===== config.mk =====
export PLATFORM = sky130hd
export DESIGN_NAME = wdata_chan_slv_flat
export DESIGN_NICKNAME = d
export VERILOG_FILES = /design/src/rtl/wdata_chan_slv_pkg.sv /design/src/rtl/wdata_chan_slv_if.sv /design/src/rtl/wdata_chan_slv_beat_packer.sv /design/src/rtl/wdata_chan_slv.sv /design/src/flat_wrapper.sv
export SDC_FILE = /design/constraint.sdc
export NUM_CORES = 1
export LEC_CHECK = 0
export CAP_MARGIN = 10
export CORE_MARGIN = 10
export CORE_UTILIZATION = 42
export CTS_BUF_LIST = sky130_fd_sc_hd__clkbuf_16
export CTS_CLUSTER_DIAMETER = 100
export CTS_CLUSTER_SIZE = 10
export DETAILED_ROUTE_END_ITERATION = 7
export PLACE_DENSITY_LB_ADDON = 0.3
export SYNTH_ARGS = -nofsm -noshare
export SYNTH_HDL_FRONTEND = slang
export SYNTH_SLANG_ARGS = --single-unit

===== constraint.sdc =====
create_clock -name clk -period 1.8 [get_ports clk]
set_clock_uncertainty 0.15 [all_clocks]
set_input_delay 0.36 -clock clk [delete_from_list [all_inputs] [get_ports clk]]
set_output_delay 0.36 -clock clk [all_outputs]
set_load 0.01 [all_outputs]

===== src/rtl/wdata_chan_slv_pkg.sv =====
// Shared encodings for the slave write-data receiver.
// FSM states and B-channel response codes.
package wdata_chan_slv_pkg;

    localparam logic [1:0] WSLV_IDLE = 2'd0;
    localparam logic [1:0] WSLV_DATA = 2'd1;
    localparam logic [1:0] WSLV_MWR  = 2'd2;
    localparam logic [1:0] WSLV_RESP = 2'd3;

    localparam logic [1:0] BRESP_OKAY   = 2'b00;
    localparam logic [1:0] BRESP_SLVERR = 2'b10;

    localparam int BEATS = 4;

endpackage


===== src/rtl/wdata_chan_slv_if.sv =====
// AXI AW/W/B channel bundle between write master and slave.
// The master modport drives valids and payloads; the slave drives readies and B.
interface wdata_chan_slv_if #(
    parameter int ID_W   = 4,
    parameter int ADDR_W = 32
);
    logic              awvalid;
    logic              awready;
    logic [ID_W-1:0]   awid;
    logic [ADDR_W-1:0] awaddr;
    logic              wvalid;
    logic              wready;
    logic [31:0]       wdata;
    logic              wlast;
    logic              bvalid;
    logic              bready;
    logic [ID_W-1:0]   bid;
    logic [1:0]        bresp;

    modport master (
        output awvalid, awid, awaddr, wvalid, wdata, wlast, bready,
        input  awready, wready, bvalid, bid, bresp
    );

    modport slave (
        input  awvalid, awid, awaddr, wvalid, wdata, wlast, bready,
        output awready, wready, bvalid, bid, bresp
    );
endinterface


===== src/rtl/wdata_chan_slv_beat_packer.sv =====
// Beat counter plus 128-bit line assembler.
// Beat 0 lands in [31:0], beat 3 in [127:96].
module wdata_beat_packer
    import wdata_chan_slv_pkg::*;
(
    input  logic         clk,
    input  logic         rst_n,
    input  logic         clr,
    input  logic         beat_en,
    input  logic [31:0]  wdata,
    output logic [1:0]   beat_cnt,
    output logic [127:0] line
);

    always_ff @(posedge clk or negedge rst_n) begin
        if (!rst_n) begin
            beat_cnt <= 2'd0;
            line     <= '0;
        end else if (clr) begin
            beat_cnt <= 2'd0;
        end else if (beat_en) begin
            line[32*beat_cnt +: 32] <= wdata;
            beat_cnt                <= beat_cnt + 2'd1;
        end
    end

endmodule


===== src/rtl/wdata_chan_slv.sv =====
// Slave write-data receiver: one AW, a 4-beat W burst, one line write, one B.
// Serves a single burst at a time.
module wdata_chan_slv
    import wdata_chan_slv_pkg::*;
#(
    parameter int ID_W   = 4,
    parameter int ADDR_W = 32
) (
    input  logic                clk,
    input  logic                rst_n,
    wdata_chan_slv_if.slave     axi,
    output logic                mem_we,
    output logic [ADDR_W-1:0]   mem_addr,
    output logic [127:0]        mem_wdata,
    input  logic                mem_wait
);

    logic [1:0]        state;
    logic [1:0]        state_nxt;
    logic [ID_W-1:0]   id_q;
    logic [ADDR_W-1:0] addr_q;
    logic              err;
    logic              err_nxt;
    logic              aw_hs;
    logic              w_hs;
    logic [1:0]        beat_cnt;
    logic [127:0]      line;

    // Readies come from state only, never from inputs.
    assign axi.awready = (state == WSLV_IDLE);
    assign axi.wready  = (state == WSLV_DATA);
    assign mem_we      = (state == WSLV_MWR);
    assign axi.bvalid  = (state == WSLV_RESP);
    assign axi.bid     = id_q;
    assign axi.bresp   = (axi.bvalid && err) ? BRESP_SLVERR : BRESP_OKAY;

    assign aw_hs = axi.awvalid & axi.awready;
    assign w_hs  = axi.wvalid & axi.wready;

    assign mem_addr  = {addr_q[ADDR_W-1:4], 4'b0};
    assign mem_wdata = line;

    wdata_beat_packer u_packer (
        .clk      (clk),
        .rst_n    (rst_n),
        .clr      (aw_hs),
        .beat_en  (w_hs),
        .wdata    (axi.wdata),
        .beat_cnt (beat_cnt),
        .line     (line)
    );

    always_comb begin
        state_nxt = state;
        err_nxt   = err;
        unique case (state)
            WSLV_IDLE: begin
                if (axi.awvalid) begin
                    state_nxt = WSLV_DATA;
                    err_nxt   = 1'b0;
                end
            end
            WSLV_DATA: begin
                if (axi.wvalid) begin
                    if (axi.wlast && beat_cnt == 2'd3) begin
                        state_nxt = WSLV_MWR;
                    end else if (axi.wlast || beat_cnt == 2'd3) begin
                        state_nxt = WSLV_RESP;
                        err_nxt   = 1'b1;
                    end
                end
            end
            WSLV_MWR: begin
                if (!mem_wait) state_nxt = WSLV_RESP;
            end
            WSLV_RESP: begin
                if (axi.bready) state_nxt = WSLV_IDLE;
            end
            default: state_nxt = WSLV_IDLE;
        endcase
    end

    always_ff @(posedge clk or negedge rst_n) begin
        if (!rst_n) begin
            state  <= WSLV_IDLE;
            err    <= 1'b0;
            id_q   <= '0;
            addr_q <= '0;
        end else begin
            state <= state_nxt;
            err   <= err_nxt;
            if (aw_hs) begin
                id_q   <= axi.awid;
                addr_q <= axi.awaddr;
            end
        end
    end

endmodule

===== src/flat_wrapper.sv =====
// flat-port wrapper written by rule: the top's interface ports become plain ports
module wdata_chan_slv_flat import wdata_chan_slv_pkg::*;
#(
    parameter int ID_W   = 4,
    parameter int ADDR_W = 32
)
  (clk, rst_n, mem_we, mem_addr, mem_wdata, mem_wait, axi_awvalid, axi_awid, axi_awaddr, axi_wvalid, axi_wdata, axi_wlast, axi_bready, axi_awready, axi_wready, axi_bvalid, axi_bid, axi_bresp);
  wdata_chan_slv_if #(.ID_W(ID_W), .ADDR_W(ADDR_W)) axi_i ();
  input  logic clk;
  input  logic rst_n;
  output logic mem_we;
  output logic [ADDR_W-1:0] mem_addr;
  output logic [127:0] mem_wdata;
  input  logic mem_wait;
  input wire logic [$bits(axi_i.awvalid)-1:0] axi_awvalid;
  input wire logic [$bits(axi_i.awid)-1:0] axi_awid;
  input wire logic [$bits(axi_i.awaddr)-1:0] axi_awaddr;
  input wire logic [$bits(axi_i.wvalid)-1:0] axi_wvalid;
  input wire logic [$bits(axi_i.wdata)-1:0] axi_wdata;
  input wire logic [$bits(axi_i.wlast)-1:0] axi_wlast;
  input wire logic [$bits(axi_i.bready)-1:0] axi_bready;
  output wire logic [$bits(axi_i.awready)-1:0] axi_awready;
  output wire logic [$bits(axi_i.wready)-1:0] axi_wready;
  output wire logic [$bits(axi_i.bvalid)-1:0] axi_bvalid;
  output wire logic [$bits(axi_i.bid)-1:0] axi_bid;
  output wire logic [$bits(axi_i.bresp)-1:0] axi_bresp;
  assign axi_i.awvalid = axi_awvalid;
  assign axi_i.awid = axi_awid;
  assign axi_i.awaddr = axi_awaddr;
  assign axi_i.wvalid = axi_wvalid;
  assign axi_i.wdata = axi_wdata;
  assign axi_i.wlast = axi_wlast;
  assign axi_i.bready = axi_bready;
  assign axi_awready = axi_i.awready;
  assign axi_wready = axi_i.wready;
  assign axi_bvalid = axi_i.bvalid;
  assign axi_bid = axi_i.bid;
  assign axi_bresp = axi_i.bresp;
  wdata_chan_slv #(.ID_W(ID_W), .ADDR_W(ADDR_W)) u_core (.clk(clk), .rst_n(rst_n), .axi(axi_i), .mem_we(mem_we), .mem_addr(mem_addr), .mem_wdata(mem_wdata), .mem_wait(mem_wait));
endmodule

-- Word level (Yosys, flattened, before mapping)
Cells that the tools add are included.
- bits in registers: 169
- input port bits: 75
- output and inout port bits: 170
- logic and storage cells: 49
- add/subtract/negate cells: 2
- equality and inequality tests: 11
- shift-type cells: 2
- mux-type cells: 16
- bitwise operators: 3
- reductions and logical operators: 9
- operators by type and width (kind ; number):
    128-bit bitwise mux ; 1
    32-bit by 34-bit variable shift with 128-bit output, first input constant ; 1
    32-bit by 34-bit variable part select with 128-bit output ; 1
    7-bit negation with 34-bit output ; 1
    2-bit 2-to-1 mux ; 9
    2-bit != test, second input constant ; 6
    5-bit AND reduction ; 2
    2-bit case mux with 4 select lines ; 1
    2-bit equality test, second input constant ; 3
    1-bit 2-to-1 mux ; 4
    2-bit nonzero test ; 2
    3-bit != test, second input constant ; 1
    2-bit by 1-bit adder with 2-bit output, second input constant ; 1
    1-bit AND ; 2
    2-bit by 1-bit equality test with 1-bit output, second input constant ; 1
    1-bit logical AND ; 2
    2-bit zero test ; 1
    1-bit case mux with 2 select lines ; 1
    2-bit AND reduction ; 1
    1-bit logical OR ; 1
    1-bit NOT ; 1

-- Depth between registers and ports, before layout
- depth in word-level cells: 6
- gate-level depth with buffers: 8
- depth with buffers taken out: 5

-- Cells and area by module
Synthesis repeated with hierarchy kept, for this count alone.
- cells, all modules: 537
- area, all modules: 7611.0 sq um
- by module, submodules not included (module ; instances ; cells each ; area each (sq um) ; sequential area each (sq um)):
    wdata_beat_packer ; 1 ; 432 ; 6097.1 ; 3253.1
    wdata_chan_slv ; 1 ; 105 ; 1514.0 ; 875.8

-- Worst setup path before layout
No wires, ideal clock.
- path type: register -> register
- from: register u_core.u_packer.beat_cnt[0]
- to: register u_core.u_packer.line[10]
- setup time: 0.079 ns
- arrival time: 1.712 ns
- required time: 1.571 ns
- setup slack: -0.141 ns
- cell stages (with the launch flop): 8
- buffers on the path: 2
- clock period less this slack: 1.941 ns
- cell sequence: dfrtp_1 > inv_1 > ha_1 > nor4bb_1 > buf_2 > buf_6 > nand2_1 > mux2i_1
- longest elaborated chain between the ends: 3
- elaborated cells on any way between the ends: 4
- classes of those cells: add/sub: 1; shift: 2; mux: 1
- RTL lines (element ; RTL line ; RTL):
    start: declaration ; wdata_chan_slv_beat_packer.sv:11 ; output logic [1:0] beat_cnt,
    start signal: assignment ; wdata_chan_slv_beat_packer.sv:23 ; beat_cnt <= beat_cnt + 2'd1;
    7-bit negation with 34-bit output * ; wdata_chan_slv_beat_packer.sv:22 ; line[32*beat_cnt +: 32] <= wdata;
    32-bit by 34-bit variable part select with 128-bit output or 32-bit by 34-bit variable shift with 128-bit output (tied branches) ; wdata_chan_slv_beat_packer.sv:22 ;
    128-bit bitwise mux * ; wdata_chan_slv_beat_packer.sv:22 ;
    end signal: indexed assignment ; wdata_chan_slv_beat_packer.sv:22 ;
    end: declaration ; wdata_chan_slv_beat_packer.sv:12 ; output logic [127:0] line
Every way passes the cells marked *; elsewhere a longest branch is shown, timed or not.
A chain may end at the register's enable or synchronous reset.

-- Worst setup path after layout
- from: register u_core.state[0]
- to: register u_core.u_packer.line[66]
- longest elaborated chain between the ends: 4
- elaborated cells on any way between the ends: 6
- classes of those cells: eq/ne: 1; bitwise: 3; reduce/logical: 2
- RTL lines (element ; RTL line ; RTL):
    start: declaration ; wdata_chan_slv.sv:18 ; logic [1:0] state;
    start signal: assignment ; wdata_chan_slv.sv:90 ; state <= state_nxt;
    2-bit zero test ; wdata_chan_slv.sv:30 ; assign axi.awready = (state == WSLV_IDLE);
    1-bit AND ; wdata_chan_slv.sv:37 ; assign aw_hs = axi.awvalid & axi.awready;
    1-bit NOT (no source line) ; -- ;
    2-bit AND reduction (no source line) * ; -- ;
Marks and branches as above.

==> flow_metrics.env <==
export IMPL_drive_gt1_share_pct=18.8
export IMPL_grt_overflow=0
export IMPL_timing_setup_tns_ns=-1.01
export IMPL_p_leak_nw=5.17
export IMPL_netlist_area_um2=7650
export IMPL_fin_cells=1197
export IMPL_drt_pass1_iter_count=4
export IMPL_setup_worst_path_end="u_core.u_packer.line[66]"
export IMPL_min_period_ns=1.86
export IMPL_cts_made_buffers=17
export IMPL_grt_pass1_wl_mm=34.7
export IMPL_rrSetupSlack_ns=-0.06
export IMPL_postSynthCellCount=667
export IMPL_htreeDepth=4
export IMPL_port_buffers=235
export IMPL_vias=5580
export IMPL_yosysWarnings=0
export IMPL_synth_top_area_share_pct=54.0
export IMPL_cts_sinks=165
export IMPL_avgRoutedWirePerCell_um=19.3
export IMPL_vias_per_cell=4.66
export IMPL_cts_root_buf="clkbuf_16"
export IMPL_status="finished, violations left"
export IMPL_critPathLaunch="u_core.state[0]"
export IMPL_crit_path_top_delay_cell="dfrtp_2"
export IMPL_rsz0062_at_grt="yes"
export IMPL_ys_ff_latch=165
export IMPL_diodes=0
export IMPL_wl_mm=23.1
export IMPL_clkLatencyLatePin_ns=0.42
export IMPL_min_period_over_period_pct=103
export IMPL_rr_endpoint="u_core.u_packer.line[66]"
export IMPL_place_ws_ns=-0.251
export IMPL_vdd_ir_drop_max_v=0.000778
export IMPL_antenna_left=0
export IMPL_fp_dieArea_um2=24000
export IMPL_n_fill_cell=1492
export IMPL_grt_use_total_pct=18.5
export IMPL_place_area_um2=10500
export IMPL_grt_max_degree=40
export IMPL_required_ns=1.99
export IMPL_yosysSeqAreaShare_pct=54.0
export IMPL_synthToLayoutAreaGrowth_pct=48.5
export IMPL_post_synth_num_cell_types=32
export IMPL_antenna_found_initial=0
export IMPL_fp_dieH_um=155
export IMPL_worst_hold_slack_ns=0.224
export IMPL_postLayoutCellArea_um2=11400
export IMPL_ff2ff_path_depth=7
export IMPL_io_pins=245
export IMPL_fin_nets=1040
export IMPL_rows=49
export IMPL_avgSynthCellArea_um2=11.5
export IMPL_grt_pass1_vias=5901
export IMPL_synth_mux_area_share_pct=21.9
export IMPL_post_route_drc_count=0
export IMPL_worst_slack_ns=-0.0576
export IMPL_reg2reg_from="u_core.state[0]"
export IMPL_failed_checks="setup timing"
export IMPL_slowest_delay_ns=0.43
export IMPL_final_setup_viol_count=47
export IMPL_post_place_cells=1146
export IMPL_crit_chain="inv_2 -> ha_4 -> buf_6 -> nand2_8 -> and3_4 -> buf_12 -> mux2i_2"
export IMPL_max_clock_freq_ghz=0.538
export IMPL_synth_area_leaders="dfrtp_1, mux2i_1, inv_1, nand2_1, mux2_2"
export IMPL_synthSimpleGateAreaFrac_pct=8.57
export IMPL_drt_iter0_drc=319
export IMPL_path_class="register to register"
export IMPL_drv_cap=0
export IMPL_synthAdderAreaFrac_pct=1.64
export IMPL_cp_start_kind="register"
export IMPL_hold_viol_final=0
export IMPL_clkSlewWorstSetupHoldPaths_ns=0.06
export IMPL_crit_path_max_fanout=6
export IMPL_initial_core_util_pct=42.6
export IMPL_place_congestion=0.807
export IMPL_synth_xor_area_share_pct=0.229
export IMPL_synth_top_family_by_area="multiplexers"
export IMPL_yosys_area_top_type="dfrtp_1"
export IMPL_drv_slew=0
export IMPL_dp_hpwl_mm=16.1
export IMPL_die_w_um=155
export IMPL_synth_compound_area_share_pct=0.916
export IMPL_hold_class="input port to async pin"
export IMPL_core_area_um2=18000
export IMPL_crit_arrival_ns=2.05
export IMPL_powerDensity_nw_per_um2=1640
export IMPL_end_kind="register"
export IMPL_cts_tree="yes"
export IMPL_clk_path_buf_depth=2
==> sequential cells by signal, summed over array words and instances (netlist names) <==
name                      count
u_core.err                    1
u_core.u_packer.line        128
u_core.state                  2
u_core.addr_q                28
u_core.axi.bid                4
u_core.u_packer.beat_cnt      2
==> through the flow <==
step | total power [W] | utilization (%)
after detailed placement | 0.0154 | 58.3
after CTS | 0.0181 | 61.4
final | 0.0186 | 63.2
after global placement | 0.0152 | 58.3
after floorplan | 0.0102 | -
after global routing | 0.0198 | 63.2
==> cell usage in the layout (no fill, tap or decap), drive strengths merged, types with 2 or more instances in the layout <==
master	n
dfrtp	165
dlygate4sd2	160
inv	137
mux2i	130
nand2	129
clkdlybuf4s50	69
buf	66
mux2	33
clkbuf	24
ha	10
a21oi	5
conb	5
clkinv	5
and3	4
bufinv	3
and2	3
nor4bb	2
nor2b	2
clkinvlp	2
nor4b	2
a2111oi	2
==> report_power, final <==
group	leakage [nW]	switching [W]	internal, W
registers	1.90	0.000907	0.00542
logic	2.98	0.00431	0.00434
clock network	0.294	0.00146	0.00214
==> per-layer routing <==
metal	GRT usage [%]	vias up	wire (um)
li1	-	2643	-
met1	22.2	2730	9560
met2	29.6	189	11200
met3	8.16	18	2120
met4	4.90	0	205
met5	0	-	0
==> cells by family (layout without fill, tap and decap cells) <==
family | count (synthesis) | after routing
AOI/OAI and AO/OA | 10 | 10
xor gates and xnor gates | 2 | 2
adders and majority gates | 10 | 10
DFF | 165 | 165
and+or+nand+nor | 146 | 146
buffers and inverters | 170 | 467
other | 1 | 5
muxes | 163 | 163
==> final cells by class <==
class	instances	area [um^2]	share of cell area (%)
Timing Repair Buffer	303	3090	27.2
Tap cell	229	287	2.52
Inverter	132	500	4.41
Multi-Input combinational cell	336	2770	24.4
Clock inverter	15	150	1.32
Clock buffer	17	425	3.75
Sequential cell	165	4130	36.4
==> what timing repair did <==
item                                   in CTS  in global routing
pin swaps                                   6                  7
hold buffers                                1                  0
cloned                                      3                  8
endpoints found under the hold margin     144                  0
setup endpoints to repair                 282                129
setup buffers                               7                  0
resized for setup                         206                 41
==> cells in the mapped netlist <==
master / count
conb_1: 1
clkbuf_1: 1
and3_4: 4
o2bb2ai_1: 1
inv_1: 132
mux2i_1: 130
xor2_1: 1
a211oi_1: 1
buf_12: 16
xnor2_1: 1
and2_4: 1
a21oi_1: 5
buf_2: 9
buf_6: 5
nor3b_2: 1
nand2_1: 128
nand2b_1: 1
nor2b_1: 2
nor4b_4: 1
mux2_2: 33
nand3_1: 1
a2111oi_0: 1
nor4b_1: 1
ha_1: 10
and2_1: 2
nand2_4: 1
and3b_1: 1
dfrtp_1: 165
nor4bb_1: 2
o21ai_0: 1
a2111oi_2: 1
buf_4: 7
==> worst min path at each step <==
stage	slack [ns]	to
2_1_floorplan	-0.09	u_core.addr_q[10]
3_3_place_gp	0.1	u_core.u_packer.line[22]
3_5_place_dp	0.09	u_core.u_packer.line[22]
4_1_cts	0.21	u_core.u_packer.line[25]
5_1_grt	0.22	u_core.u_packer.line[22]
6_report	0.22	u_core.u_packer.line[22]
==> critical path: cells and delay by family (launching register included) <==
kind	cells	cell delay [ns]
adders and majority gates	1	0.17
buffers and inverters	3	0.37
DFF	1	0.43
muxes	1	0.22
and+or+nand+nor	2	0.41
No activity file was read; power rests on OpenSTA's default activity.
